`config.mk`:
```
export PLATFORM = sky130hd
export DESIGN_NAME = genius_seq_engine_flat
export DESIGN_NICKNAME = d
export VERILOG_FILES = /design/src/rtl/genius_seq_engine_if.sv /design/src/rtl/genius_seq_engine.sv /design/src/flat_wrapper.sv
export SDC_FILE = /design/constraint.sdc
export NUM_CORES = 1
export LEC_CHECK = 0
export ABC_AREA = 0
export CORE_MARGIN = 2
export CORE_UTILIZATION = 55
export DETAILED_ROUTE_END_ITERATION = 8
export HOLD_SLACK_MARGIN = 0.05
export PLACE_DENSITY_LB_ADDON = 0.15
export RECOVER_POWER = 100
export SLEW_MARGIN = 5
export SYNTH_ARGS = -nofsm -noshare
export SYNTH_HDL_FRONTEND = slang
export SYNTH_SLANG_ARGS = --single-unit
```
`constraint.sdc`:
```
create_clock -name CLOCK_50 -period 6.6 [get_ports CLOCK_50]
set_input_delay 1.32 -clock CLOCK_50 [delete_from_list [all_inputs] [get_ports CLOCK_50]]
set_output_delay 1.32 -clock CLOCK_50 [all_outputs]
set_load 0.005 [all_outputs]
```
`src/rtl/genius_seq_engine_if.sv`:
```
// Game-side bus of the sequence engine: control strobes in, display/status out.
//   master : start, tick, target, btn  -> engine
//   slave  : leds, round, points, user_turn, round_ok, win, lose -> display side
interface genius_seq_engine_if #(
    parameter int unsigned P_KEYS  = 4,
    parameter int unsigned P_DEPTH = 16
);
    localparam int unsigned RW = $clog2(P_DEPTH + 1);

    logic              start;
    logic              tick;
    logic [RW-1:0]     target;
    logic [P_KEYS-1:0] btn;
    logic [P_KEYS-1:0] leds;
    logic [RW-1:0]     round;
    logic [7:0]        points;
    logic              user_turn;
    logic              round_ok;
    logic              win;
    logic              lose;

    modport master (
        output start, tick, target, btn,
        input  leds, round, points, user_turn, round_ok, win, lose
    );

    modport slave (
        input  start, tick, target, btn,
        output leds, round, points, user_turn, round_ok, win, lose
    );
endinterface

```
`src/rtl/genius_seq_engine.sv`:
```
// Sequence-game engine: grows a pseudo-random symbol sequence one entry per
// round, plays it on the LEDs, then checks each press as it arrives.
// Ports:
//   CLOCK_50 : system clock, rising edge
//   R        : synchronous active-high reset
//   bus      : slave side of genius_seq_engine_if (start/tick/target/btn in,
//              leds/round/points/user_turn/round_ok/win/lose out, all registered)
module genius_seq_engine #(
    parameter int unsigned P_KEYS    = 4,
    parameter int unsigned P_DEPTH   = 16,
    parameter int unsigned P_TIMEOUT = 5,
    parameter logic [7:0]  P_SEED    = 8'hA5
) (
    input logic                CLOCK_50,
    input logic                R,
    genius_seq_engine_if.slave bus
);
    localparam int unsigned KW = $clog2(P_KEYS);
    localparam int unsigned RW = $clog2(P_DEPTH + 1);
    localparam int unsigned IW = (P_DEPTH > 1) ? $clog2(P_DEPTH) : 1;
    localparam int unsigned TW = $clog2(P_TIMEOUT + 1);

    typedef enum logic [2:0] {
        S_IDLE, S_ADD, S_SHOW_ON, S_SHOW_OFF, S_INPUT, S_WIN, S_LOSE
    } state_t;

    state_t            state_q, state_d;
    logic [7:0]        lfsr_q, lfsr_d, lfsr_step;
    logic [RW-1:0]     round_q, round_d;
    logic [RW-1:0]     tgt_q, tgt_d;
    logic [RW-1:0]     idx_q, idx_d;
    logic [TW-1:0]     timer_q, timer_d;
    logic [7:0]        points_q, points_d;
    logic [P_KEYS-1:0] leds_q, leds_d;
    logic              round_ok_q, round_ok_d;
    logic              user_turn_q, user_turn_d;
    logic              win_q, win_d;
    logic              lose_q, lose_d;
    logic              mem_we;
    logic [KW-1:0]     rd_sym;
    logic [P_KEYS-1:0] exp_key;
    logic              idx_last;
    logic [KW-1:0]     mem_q [P_DEPTH];

    // Fibonacci LFSR, taps 8,6,5,4
    assign lfsr_step = {lfsr_q[6:0], lfsr_q[7] ^ lfsr_q[5] ^ lfsr_q[4] ^ lfsr_q[3]};
    assign exp_key   = P_KEYS'(1) << mem_q[IW'(idx_q)];
    assign idx_last  = (idx_q + RW'(1)) == round_q;

    // Next-state, datapath and registered-output decode
    always_comb begin
        state_d    = state_q;
        lfsr_d     = lfsr_q;
        round_d    = round_q;
        tgt_d      = tgt_q;
        idx_d      = idx_q;
        timer_d    = timer_q;
        points_d   = points_q;
        round_ok_d = 1'b0;
        mem_we     = 1'b0;

        unique case (state_q)
            S_IDLE, S_WIN, S_LOSE: begin
                if (state_q == S_IDLE) lfsr_d = lfsr_step;
                if (bus.start) begin
                    round_d  = '0;
                    points_d = '0;
                    if (bus.target == '0)                tgt_d = RW'(1);
                    else if (bus.target > RW'(P_DEPTH))  tgt_d = RW'(P_DEPTH);
                    else                                 tgt_d = bus.target;
                    state_d  = S_ADD;
                end
            end
            S_ADD: begin
                mem_we  = 1'b1;
                lfsr_d  = lfsr_step;
                round_d = round_q + RW'(1);
                idx_d   = '0;
                state_d = S_SHOW_ON;
            end
            S_SHOW_ON: begin
                if (bus.tick) state_d = S_SHOW_OFF;
            end
            S_SHOW_OFF: begin
                if (bus.tick) begin
                    if (idx_last) begin
                        idx_d   = '0;
                        timer_d = '0;
                        state_d = S_INPUT;
                    end else begin
                        idx_d   = idx_q + RW'(1);
                        state_d = S_SHOW_ON;
                    end
                end
            end
            S_INPUT: begin
                // A press always wins over a coincident tick
                if (bus.btn != '0) begin
                    if (bus.btn == exp_key) begin
                        points_d = (points_q == 8'hFF) ? points_q : points_q + 8'd1;
                        timer_d  = '0;
                        idx_d    = idx_q + RW'(1);
                        if (idx_last) begin
                            round_ok_d = 1'b1;
                            state_d    = (round_q == tgt_q) ? S_WIN : S_ADD;
                        end
                    end else begin
                        state_d = S_LOSE;
                    end
                end else if (bus.tick) begin
                    timer_d = timer_q + TW'(1);
                    if (timer_q + TW'(1) == TW'(P_TIMEOUT)) state_d = S_LOSE;
                end
            end
            default: state_d = S_IDLE;
        endcase

        // Forward the symbol being written so round 1 lights without a bubble
        rd_sym = (mem_we && idx_d == round_q) ? lfsr_q[KW-1:0] : mem_q[IW'(idx_d)];

        unique case (state_d)
            S_SHOW_ON: leds_d = P_KEYS'(1) << rd_sym;
            S_INPUT:   leds_d = bus.btn;
            S_WIN:     leds_d = '1;
            default:   leds_d = '0;
        endcase
        user_turn_d = (state_d == S_INPUT);
        win_d       = (state_d == S_WIN);
        lose_d      = (state_d == S_LOSE);
    end

    // Control and output registers
    always_ff @(posedge CLOCK_50) begin
        if (R) begin
            state_q     <= S_IDLE;
            lfsr_q      <= P_SEED;
            round_q     <= '0;
            tgt_q       <= '0;
            idx_q       <= '0;
            timer_q     <= '0;
            points_q    <= '0;
            leds_q      <= '0;
            round_ok_q  <= 1'b0;
            user_turn_q <= 1'b0;
            win_q       <= 1'b0;
            lose_q      <= 1'b0;
        end else begin
            state_q     <= state_d;
            lfsr_q      <= lfsr_d;
            round_q     <= round_d;
            tgt_q       <= tgt_d;
            idx_q       <= idx_d;
            timer_q     <= timer_d;
            points_q    <= points_d;
            leds_q      <= leds_d;
            round_ok_q  <= round_ok_d;
            user_turn_q <= user_turn_d;
            win_q       <= win_d;
            lose_q      <= lose_d;
        end
    end

    // Symbol memory, contents need no reset
    always_ff @(posedge CLOCK_50) begin
        if (mem_we) mem_q[IW'(round_q)] <= lfsr_q[KW-1:0];
    end

    assign bus.leds      = leds_q;
    assign bus.round     = round_q;
    assign bus.points    = points_q;
    assign bus.user_turn = user_turn_q;
    assign bus.round_ok  = round_ok_q;
    assign bus.win       = win_q;
    assign bus.lose      = lose_q;
endmodule

```
`src/flat_wrapper.sv`:
```
// flat-port wrapper written by rule: the top's interface ports become plain ports
module genius_seq_engine_flat 
#(
    parameter int unsigned P_KEYS    = 4,
    parameter int unsigned P_DEPTH   = 16,
    parameter int unsigned P_TIMEOUT = 5,
    parameter logic [7:0]  P_SEED    = 8'hA5
)
  (CLOCK_50, R, bus_start, bus_tick, bus_target, bus_btn, bus_leds, bus_round, bus_points, bus_user_turn, bus_round_ok, bus_win, bus_lose);
  genius_seq_engine_if #(.P_KEYS(P_KEYS), .P_DEPTH(P_DEPTH)) bus_i ();
  input logic CLOCK_50;
  input logic R;
  input wire logic [$bits(bus_i.start)-1:0] bus_start;
  input wire logic [$bits(bus_i.tick)-1:0] bus_tick;
  input wire logic [$bits(bus_i.target)-1:0] bus_target;
  input wire logic [$bits(bus_i.btn)-1:0] bus_btn;
  output wire logic [$bits(bus_i.leds)-1:0] bus_leds;
  output wire logic [$bits(bus_i.round)-1:0] bus_round;
  output wire logic [$bits(bus_i.points)-1:0] bus_points;
  output wire logic [$bits(bus_i.user_turn)-1:0] bus_user_turn;
  output wire logic [$bits(bus_i.round_ok)-1:0] bus_round_ok;
  output wire logic [$bits(bus_i.win)-1:0] bus_win;
  output wire logic [$bits(bus_i.lose)-1:0] bus_lose;
  assign bus_i.start = bus_start;
  assign bus_i.tick = bus_tick;
  assign bus_i.target = bus_target;
  assign bus_i.btn = bus_btn;
  assign bus_leds = bus_i.leds;
  assign bus_round = bus_i.round;
  assign bus_points = bus_i.points;
  assign bus_user_turn = bus_i.user_turn;
  assign bus_round_ok = bus_i.round_ok;
  assign bus_win = bus_i.win;
  assign bus_lose = bus_i.lose;
  genius_seq_engine #(.P_KEYS(P_KEYS), .P_DEPTH(P_DEPTH), .P_TIMEOUT(P_TIMEOUT), .P_SEED(P_SEED)) u_core (.CLOCK_50(CLOCK_50), .R(R), .bus(bus_i));
endmodule
```
# Word level (Yosys, flattened, before mapping)
# Memories as Yosys holds them, arrays and structs flattened. A register that Yosys moved wholly into a read port is not among the register bits.
# Index checks and enable logic that the tools add are counted.
dict set report totals {
  ff_bits 45
  mem_bits_rw 32
  in_bits 13
  output_inout_bits 21
  elab_cells 105
  mem_count 1
}
dict set report classes {
  add_sub_neg 4
  n_lt_le_gt_ge 1
  n_eq_ne 25
  shift 2
  mux 40
  bitwise 6
  n_reduce_logical 14
}
# memory words width read_ports rd_ports_with_merged_regs wr line_no
set mem_list {}
lappend mem_list {u_core.mem_q 16 2 2 1 1 genius_seq_engine.sv:43} ;# logic [KW-1:0] mem_q [P_DEPTH];
# op count
set ops {}
lappend ops {{two-way mux 3 bit} 15}
lappend ops {{two-way mux 8 bit} 5}
lappend ops {{two-way mux 5 bit} 7}
lappend ops {{one-hot mux 8 bit (2 select lines)} 2}
lappend ops {{== test 3 bit, second input constant} 7}
lappend ops {{== test 5 bit} 3}
lappend ops {{one-hot mux 3 bit (5 select lines)} 1}
lappend ops {{one-hot mux 5 bit (3 select lines)} 1}
lappend ops {{one-hot mux 4 bit (3 select lines)} 1}
lappend ops {{adder 5 x 1 -> 5 bit, second input constant} 2}
lappend ops {{one-hot mux 5 bit (2 select lines)} 1}
lappend ops {{AND reduction 5 bit} 2}
lappend ops {{== test 3 x 2 -> 1 bit, second input constant} 3}
lappend ops {{adder 8 x 1 -> 8 bit, second input constant} 1}
lappend ops {{== test 8 bit, second input constant} 1}
lappend ops {{inequality test 2 x 1 -> 1 bit, second input constant} 4}
lappend ops {{<< shifter 1 x 2 -> 4 bit, first input constant} 2}
lappend ops {{inequality test 2 bit, second input constant} 3}
lappend ops {{one-hot mux 3 bit (2 select lines)} 1}
lappend ops {{AND reduction 2 bit} 3}
lappend ops {{nonzero test 2 bit} 3}
lappend ops {{> comparator 5 bit, second input constant} 1}
lappend ops {{logical NOT 5 bit} 1}
lappend ops {{== test 4 bit} 1}
lappend ops {{other kinds (14)} 21}

# Logic depth before layout (Yosys ltp)
# Gate-level depths: netlist of run 1.
dict set report logic_depth {
  ltp_word 10
  ltp_mapped 14
  ltp_nobuf 12
}

# Least setup slack after synthesis of run 1
# No wires, ideal clock.
dict set report synth_timing {
  path_type {reg-to-reg}
  start {register u_core.idx_q[0]}
  end {register u_core.leds_q[2], in the netlist u_core.bus.leds[2]}
  setup_ns 0.116
  arrival_ns 3.370
  t_required_ns 6.484
  slack_ns 3.114
  path_stages_with_launch 13
  path_buffers 1
  period_less_slack_ns 3.486
  path_cell_list {dfxtp_1 > buf_6 > mux4_1 > mux4_2 > mux2i_1 > o22a_2 > a221oi_2 > a21boi_1 > xor2_1 > and4_4 > a21oi_2 > a21o_1 > a31o_1}
}
dict set report synth_via {
  elab_chain_cells 10
}
# element line_no
set synth_rtl {}
lappend synth_rtl {{start: declaration} genius_seq_engine.sv:31} ;# logic [RW-1:0] idx_q, idx_d;
lappend synth_rtl {{start signal: assignment} genius_seq_engine.sv:152} ;# idx_q <= idx_d;
lappend synth_rtl {{branches (longest 9 deep; another with adder 5 x 1 -> 5 bit)} -}
lappend synth_rtl {{one-hot mux 4 bit (3 select lines) *} genius_seq_engine.sv:121} ;# unique case (state_d)
lappend synth_rtl {{end signal: assignment} genius_seq_engine.sv:155} ;# leds_q <= leds_d;
lappend synth_rtl {{end: declaration} genius_seq_engine.sv:34} ;# logic [P_KEYS-1:0] leds_q, leds_d;
# Every way passes the cells marked *.
# A chain may end at the register's enable or synchronous reset.

# Worst setup path after layout of run 1
dict set report layout_timing {
  start {register u_core.idx_q[0]}
  end {register u_core.leds_q[1], in the netlist u_core.bus.leds[1]}
}
# The elaborated chain is that of the path after synthesis.

==> flow_metrics.env, run 1 <==
export IMPL_path_clk_slew_ps=80
export IMPL_io_buffers=33
export IMPL_hp_class="reg2reg"
export IMPL_fin_util=0.644
export IMPL_area_delta_synth_final_pct=12.6
export IMPL_clock_latency_ps=350
export IMPL_hold_viol=0
export IMPL_grt_ovfl_total=0
export IMPL_post_dp_hpwl_um=6420
export IMPL_avgSynthCellArea_sq_um=10.2
export IMPL_drv_cap=0
export IMPL_num_rows=31
export IMPL_cts_hold_buf=0
export IMPL_grt_max_degree=33
export IMPL_fp_dieH_um=91.3
export IMPL_cts_tree="done"
export IMPL_ant_nets=0
export IMPL_synthTopCellsByArea="edfxtp_1 (23%), dfxtp_1 (22%), mux2i_1 (6.9%)"
export IMPL_p_leak_nw=1.86
export IMPL_via_per_inst=5.82
export IMPL_cts_sinks=77
export IMPL_die_w_um=91.3
export IMPL_vias=3155
export IMPL_ys_warn_count=0
export IMPL_yosysMostFrequentCell="nor2_1"
export IMPL_postLayoutCellArea_sq_um=4720
export IMPL_relSlewSlack=0.0890
export IMPL_htreeDepth=3
export IMPL_drc=0
export IMPL_r2r_setup_slack_ps=1470
export IMPL_drt_initial_drc_count=205
export IMPL_maxSlewViolCount=0
export IMPL_cts_root_buf="clkbuf_8"
export IMPL_end_kind="register"
export IMPL_ir_drop_mv=0.129
export IMPL_finalCriticalPeriod_ps=5130
export IMPL_dpl_cell_area_sq_um=4560
export IMPL_antenna_found_initial=0
export IMPL_n_antenna_cell=0
export IMPL_clock_skew_final_ps=11.3
export IMPL_gp_congestion=0.821
export IMPL_boundaryPins=34
export IMPL_power_density_nw_per_um2=216
export IMPL_synth_ff_type="dfxtp_1"
export IMPL_postCtsResizedCells=0
export IMPL_path_class="reg2reg"
export IMPL_fmax_mhz=195
export IMPL_core_area_sq_um=7330
export IMPL_synth_top_area_share=0.229
export IMPL_worstPathRequired_ps=6820
export IMPL_setup_tns_final_ps=0
export IMPL_start_kind="register"
export IMPL_nNetsFinal=459
export IMPL_async_reset_ff_frac=0
export IMPL_synthTopCellsByCount="nor2_1 (55), dfxtp_1 (45), nand2_1 (36), edfxtp_1 (32), mux2i_1 (29)"
export IMPL_cts_buffers=9
export IMPL_post_cts_buffers=0
export IMPL_syn_inst=412
export IMPL_syn_nets=433
export IMPL_tightest_slew_ps=1370
export IMPL_dr_pass1_iters=5
export IMPL_drive_gt1_frac=0.0700
export IMPL_synth_edff_count=32
export IMPL_finalSetupViolations=0
export IMPL_grt_first_pass_wirelength_um=14800
export IMPL_clockBufferDepth=2
export IMPL_crit_fanout=18
export IMPL_grt_pass1_vias=2944
export IMPL_synth_seq_cells=77
export IMPL_worstPathArrival_ps=5350
export IMPL_fin_crit_sh=0.778
export IMPL_start_util=0.571
export IMPL_synth_area_sq_um=4190
export IMPL_wirelength_um=9000
export IMPL_synth_top_cell_by_area="edfxtp_1"
export IMPL_synthDistinctLibCells=64
export IMPL_wl_per_cell_um=16.6
export IMPL_die_area_sq_um=8330
export IMPL_rsz0062_at_grt="false"
export IMPL_run_status="finished clean"
export IMPL_synth_seq_area_share=0.444
export IMPL_grt_usage=0.228
[layout by cell type, fill, tap and decap left out, types with 3 or more instances in the layout]
cell             count
a21oi_1             23
a211o_1              3
clkdlybuf4s50_1     11
mux4_1               8
dfxtp_1             45
nor2b_1              9
dlygate4sd3_1       22
clkbuf_8             9
xnor2_1             16
nand2_1             36
and3_1               3
mux2i_1             28
nor3_1              12
nand3_1             10
nand3b_1             4
edfxtp_1            32
xor2_1              12
inv_1               10
nor3b_1              3
nor2_1              55
clkbuf_1             4
or3_1                3
nand2b_1             6
a22oi_1              6
o21ai_0             15
ha_1                 8
[per-stage QoR]
stage	hold WS, ps	std cells	power, mW	worst slack, ps
3_3_place_gp	442	526	0.673	2420
2_1_floorplan	432	412	0.634	3110
3_5_place_dp	448	526	0.675	2330
4_1_cts	460	542	1.03	2430
5_1_grt	487	542	1.07	1220
6_report	461	542	1.02	1470
[cell families (layout without fill, tap and decap cells)]
family                   after synthesis  in the layout  share of synthesized area
AND/OR/NAND/NOR                      154            154                      0.176
flip-flops                            77             77                      0.444
AO/OA/AOI/OAI                         73             73                      0.124
multiplexers                          39             39                      0.130
buffers and inverters                 32             63                     0.0376
XOR/XNOR                              29             29                     0.0639
adder cells (fa/ha/maj)                8              8                     0.0239
[area by class of cell]
class	instances	area (sq um)
inverters	10	37.5
well taps	99	124
repair buffers	37	349
clock buffers	10	128
flip-flops and latches	77	1860
multi-input cells	303	2150
fillers	600	2610
clock inverters	6	71.3
[path summary, 6_finish.rpt]
kind	from	to	cells past startpoint
worst max-delay path	u_core.idx_q[0]$_SDFF_PP0_	u_core.bus.leds[1]$_SDFF_PP0_	12
worst min-delay path	u_core.lfsr_q[6]$_SDFFE_PP0P_	u_core.lfsr_q[6]$_SDFFE_PP0P_	2
worst max register to register	u_core.idx_q[0]$_SDFF_PP0_	u_core.bus.leds[1]$_SDFF_PP0_	12
worst min register to register	u_core.lfsr_q[6]$_SDFFE_PP0P_	u_core.lfsr_q[6]$_SDFFE_PP0P_	2
[worst max-delay path, cell delays in order, from the launching register on]
cell and delay (ps):
dfxtp_1 720, mux4_1 650, mux4_2 530, mux2i_1 160, o22ai_1 530, mux2i_2 270
clkbuf_1 910, mux2i_1 310, mux2i_1 140, a22oi_1 240, a21oi_1 90, a21oi_1 270
o32ai_1 160
[report_power, final]
part	switching, mW	internal (mW)
clock network	0.181	0.177
registers	0.0300	0.520
logic	0.0601	0.0501
total	0.271	0.748
[metal layers]
layer / routed length, um / up-vias / track usage
li1: - / 1542 / -
met1: 4310 / 1517 / 0.320
met2: 4170 / 86 / 0.354
met3: 427 / 10 / 0.0481
met4: 99 / 0 / 0.0783
met5: 0 / - / 0
[flip-flops by register name, indices dropped and copies added (netlist names)]
name,flops
u_core.bus.user_turn,1
u_core.bus.points,8
u_core.mem_q,32
u_core.state_q,3
u_core.bus.round_ok,1
u_core.bus.lose,1
u_core.timer_q,3
u_core.tgt_q,5
u_core.bus.round,5
u_core.lfsr_q,8
u_core.bus.win,1
u_core.idx_q,5
u_core.bus.leds,4
Note: power is estimated with default switching activity, not from simulation.
==> run 2, diff against run 1 <==
- clock period: 6.6 -> 4.8 ns (I/O delays scaled with it)
==> flow_metrics.env, run 2 (synthesis results as in run 1) <==
export IMPL_gp_congestion=0.860
export IMPL_fp_dieH_um=91.3
export IMPL_io_buffers=33
export IMPL_dr_pass1_iters=5
export IMPL_finalCriticalPeriod_ps=4370
export IMPL_nNetsFinal=461
export IMPL_core_area_sq_um=7330
export IMPL_power_density_nw_per_um2=300
export IMPL_path_class="reg2reg"
export IMPL_clockBufferDepth=2
export IMPL_grtUsageMet3=0.0573
export IMPL_num_rows=31
export IMPL_rsz0062_at_grt="false"
export IMPL_start_kind="register"
export IMPL_fmax_mhz=229
export IMPL_drt_initial_drc_count=294
export IMPL_p_int_mw=1.03
export IMPL_ant_nets=0
export IMPL_swShare=0.274
export IMPL_grt_pass1_vias=3092
export IMPL_grt_ovfl_total=0
export IMPL_gr_usage_met1=0.358
export IMPL_cts_tree="done"
export IMPL_run_status="finished clean"
export IMPL_fin_crit_sh=0.910
export IMPL_use_met2=0.356
export IMPL_layout_commonest_cell="nor2_1"
export IMPL_finalSetupViolations=0
export IMPL_hold_viol=0
export IMPL_die_area_sq_um=8330
export IMPL_wirelength_um=9380
export IMPL_grt_first_pass_wirelength_um=16000
export IMPL_top_register="u_core.mem_q"
export IMPL_post_dp_hpwl_um=6550
export IMPL_start_util=0.571
export IMPL_crit_fanout=18
export IMPL_grt_max_degree=32
export IMPL_drc=0
export IMPL_htreeDepth=3
export IMPL_clock_latency_ps=360
export IMPL_area_delta_synth_final_pct=13.5
export IMPL_cts_sinks=77
export IMPL_drive_gt1_frac=0.0809
export IMPL_grt_usage=0.245
export IMPL_power_mw=1.42
export IMPL_layout_common_cells="nor2_1 (55), dfxtp_1 (45), nand2_1 (36)"
export IMPL_n_antenna_cell=0
export IMPL_path_clk_slew_ps=90
export IMPL_power_frac_seq=0.532
export IMPL_hp_class="reg2reg"
export IMPL_p_switching_mw=0.390
export IMPL_postCtsResizedCells=0
export IMPL_cts_buffers=9
export IMPL_worstPathArrival_ps=4620
export IMPL_clockPowerShare=0.359
export IMPL_antenna_found_initial=0
export IMPL_maxSlewViolCount=0
export IMPL_wl_per_cell_um=17.2
export IMPL_post_cts_buffers=0
export IMPL_ir_drop_mv=0.144
export IMPL_end_kind="register"
export IMPL_vias=3182
export IMPL_relSlewSlack=0.0921
export IMPL_grt_busiest_layer="met1"
export IMPL_p_leak_nw=1.87
export IMPL_clock_skew_final_ps=6.78
export IMPL_cts_root_buf="clkbuf_8"
export IMPL_via_per_inst=5.85
export IMPL_die_w_um=91.3
export IMPL_worstPathRequired_ps=5050
export IMPL_cts_hold_buf=0
export IMPL_largest_reg_flops=32
export IMPL_tightest_slew_ps=1360
export IMPL_drv_cap=0
export IMPL_p_comb_frac=0.109
export IMPL_setup_tns_final_ps=0
export IMPL_boundaryPins=34
==> run 2: through the flow <==
stage,hold WS (ps),area [sq um],cells,worst slack [ps],util
detailed placement,447,4570,528,714,0.624
CTS,459,4780,544,582,0.652
finish,464,4750,544,433,0.649
global placement,444,4570,528,786,0.624
floorplan,432,4190,412,1310,-
global route,487,4750,544,208,0.649
==> run 2: final timing paths <==
kind | from | end | slack, ps | depth (start not counted)
setup / recovery | u_core.idx_q[0]$_SDFF_PP0_ | u_core.bus.leds[2]$_SDFF_PP0_ | 430 | 12
hold / removal | u_core.lfsr_q[2]$_SDFFE_PP1P_ | u_core.lfsr_q[3]$_SDFFE_PP0P_ | 460 | 2
setup reg to reg | u_core.idx_q[0]$_SDFF_PP0_ | u_core.bus.leds[2]$_SDFF_PP0_ | 430 | 12
hold reg to reg | u_core.lfsr_q[2]$_SDFFE_PP1P_ | u_core.lfsr_q[3]$_SDFFE_PP0P_ | 460 | 2
==> run 2: power by group through the flow <==
stage / clock, mW / sequential [mW] / combinational (mW)
floorplan: 0 / 0.750 / 0.121
global placement: 0 / 0.771 / 0.155
detailed placement: 0 / 0.773 / 0.157
CTS: 0.519 / 0.757 / 0.158
global route: 0.553 / 0.763 / 0.176
finish: 0.511 / 0.758 / 0.155
==> run 2: area by class of cell <==
cell class,instances,area [sq um]
Fill cell,585,2580
Multi-Input combinational cell,303,2160
Sequential cell,77,1860
Timing Repair Buffer,39,364
Clock buffer,9,124
Tap cell,99,124
Clock inverter,7,81.3
Inverter,10,37.5
==> run 2: worst max-delay path: stages (launching register included) <==
cell and delay, ps:
dfxtp_1 710, mux4_1 630, mux4_2 540, mux2i_1 170, o22ai_1 490, mux2i_2 270, buf_4 320, xnor2_1 130
a211oi_2 240, and4_4 290, a21oi_2 50, a21o_1 180, a31o_1 220
==> run 2: routing by layer <==
| metal | part of all wire | wire (um) |
|---|---|---|
| met4 | 0.012 | 117 |
| met5 | 0 | 0 |
| met2 | 0.45 | 4240 |
| met1 | 0.48 | 4550 |
| met3 | 0.051 | 474 |
==> run 3, diff against run 2 <==
- PLACE_DENSITY: not set -> 0.81
- PLACE_DENSITY_LB_ADDON: 0.15 -> not set
- SLEW_MARGIN: 5 -> 20
==> flow_metrics.env, run 3 (synthesis results as in run 1) <==
export IMPL_run_status="finished clean"
export IMPL_multiInputGateArea_sq_um=2150
export IMPL_crit_cells=12
export IMPL_post_cts_buffers=0
export IMPL_tightest_slew_ps=1450
export IMPL_vias=3187
export IMPL_finalSetupViolations=0
export IMPL_clock_latency_ps=370
export IMPL_end_kind="register"
export IMPL_worstPathRequired_ps=5060
export IMPL_hp_class="reg2reg"
export IMPL_p_int_mw=1.01
export IMPL_core_area_sq_um=7330
export IMPL_dr_pass1_iters=5
export IMPL_cts_tree="done"
export IMPL_clockBufferDepth=2
export IMPL_hold_viol=0
export IMPL_start_kind="register"
export IMPL_relSlewSlack=0.0345
export IMPL_swShare=0.274
export IMPL_path_class="reg2reg"
export IMPL_ant_nets=0
export IMPL_clockPowerShare=0.343
export IMPL_maxSlewViolCount=0
export IMPL_cts_hold_buf=0
export IMPL_drv_cap=0
export IMPL_post_dp_hpwl_um=6430
export IMPL_num_rows=31
export IMPL_cts_sinks=77
export IMPL_via_per_inst=5.86
export IMPL_grt_first_pass_wirelength_um=15100
export IMPL_cts_root_buf="clkbuf_8"
export IMPL_n_antenna_cell=0
export IMPL_drive_gt1_frac=0.0787
export IMPL_final_seq_area_sq_um=1860
export IMPL_crit_fanout=18
export IMPL_rsz0062_at_grt="false"
export IMPL_fin_crit_sh=0.907
export IMPL_start_util=0.571
export IMPL_top_register="u_core.mem_q"
export IMPL_nNetsFinal=461
export IMPL_slowest_stage="dfxtp_1"
export IMPL_postCtsResizedCells=0
export IMPL_cp_cell_sequence="mux4_1 -> mux4_2 -> nand2b_4 -> o22ai_1 -> mux2i_2 -> buf_4 -> xnor2_1 -> a211oi_1 -> and4_1 -> a21oi_2 -> a21o_1 -> a31o_1"
export IMPL_grt_pass1_vias=3058
export IMPL_power_mw=1.38
export IMPL_fp_dieH_um=91.3
export IMPL_p_leak_nw=1.87
export IMPL_fin_ws_ps=444
export IMPL_power_frac_seq=0.546
export IMPL_power_density_nw_per_um2=293
export IMPL_path_clk_slew_ps=80
export IMPL_hold_depth=2
export IMPL_grt_usage=0.231
export IMPL_worstPathArrival_ps=4610
export IMPL_p_switching_mw=0.379
export IMPL_htreeDepth=3
export IMPL_grt_ovfl_total=0
export IMPL_r2r_worst_path_cells=12
export IMPL_fmax_mhz=230
export IMPL_critPathBufInv=1
export IMPL_ir_drop_mv=0.172
export IMPL_layout_common_cells="nor2_1 (55), dfxtp_1 (45), nand2_1 (36)"
export IMPL_dp_slack_ps=705
export IMPL_die_area_sq_um=8330
export IMPL_wirelength_um=9020
export IMPL_largest_reg_flops=32
export IMPL_fin_hold_ws_ps=457
export IMPL_drt_initial_drc_count=199
export IMPL_num_fill_cells=565
export IMPL_antenna_found_initial=0
export IMPL_finalCriticalPeriod_ps=4360
export IMPL_cts_buffers=9
export IMPL_gp_congestion=0.852
export IMPL_area_delta_synth_final_pct=13.0
export IMPL_p_comb_frac=0.111
export IMPL_grt_max_degree=33
export IMPL_layout_commonest_cell="nor2_1"
export IMPL_io_buffers=33
export IMPL_drc=0
export IMPL_boundaryPins=34
export IMPL_die_w_um=91.3
export IMPL_slowest_delay_ps=730
export IMPL_wl_per_cell_um=16.6
export IMPL_clock_skew_final_ps=12.9
export IMPL_setup_tns_final_ps=0
export IMPL_path_delay_family="multiplexers"
run 3: cell count changes in the layout (fill, tap and decap cells not counted), sizes merged:
cell and delta:
clkbuf +1, bufinv -1
run 3: power by group through the flow:
stage          combinational (mW)  sequential (mW)  clock (mW)
5_1_grt                     0.172            0.762       0.507
2_1_floorplan               0.121            0.750           0
6_report                    0.154            0.756       0.475
4_1_cts                     0.158            0.756       0.479
3_3_place_gp                0.153            0.771           0
3_5_place_dp                0.157            0.771           0
run 3: final cells by class:
class,instances,area share
tap,99,0.0262
multi-input combinational,303,0.455
clock buffer,10,0.0315
timing repair buffer,39,0.0769
sequential,77,0.393
clock inverter,6,0.00873
inverter,10,0.00793
run 3: path summary, 6_finish.rpt:
kind	from	slack [ps]	endpoint
worst min register to register	u_core.lfsr_q[2]$_SDFFE_PP1P_	460	u_core.lfsr_q[3]$_SDFFE_PP0P_
worst max-delay path	u_core.idx_q[0]$_SDFF_PP0_	440	u_core.bus.leds[2]$_SDFF_PP0_
worst min-delay path	u_core.lfsr_q[2]$_SDFFE_PP1P_	460	u_core.lfsr_q[3]$_SDFFE_PP0P_
worst max register to register	u_core.idx_q[0]$_SDFF_PP0_	440	u_core.bus.leds[2]$_SDFF_PP0_
run 3: layer usage:
layer | track usage | share of wire
met4 | 0.0922 | 0.014
met3 | 0.0515 | 0.053
met2 | 0.374 | 0.48
met5 | 0 | 0
met1 | 0.300 | 0.45
run 3: per-stage QoR:
step | instances | cell area (sq um) | util
3_3_place_gp | 528 | 4570 | 0.624
6_report | 544 | 4730 | 0.646
4_1_cts | 544 | 4760 | 0.650
2_1_floorplan | 412 | 4190 | -
3_5_place_dp | 528 | 4570 | 0.624
5_1_grt | 544 | 4730 | 0.646
run 3: worst register-to-register path: stages (launching register included):
cell,delay (ps)
dfxtp_1,730
mux4_1,700
mux4_2,510
nand2b_4,160
o22ai_1,430
mux2i_2,270
buf_4,320
xnor2_1,130
a211oi_1,210
and4_1,350
a21oi_2,60
a21o_1,180
a31o_1,220
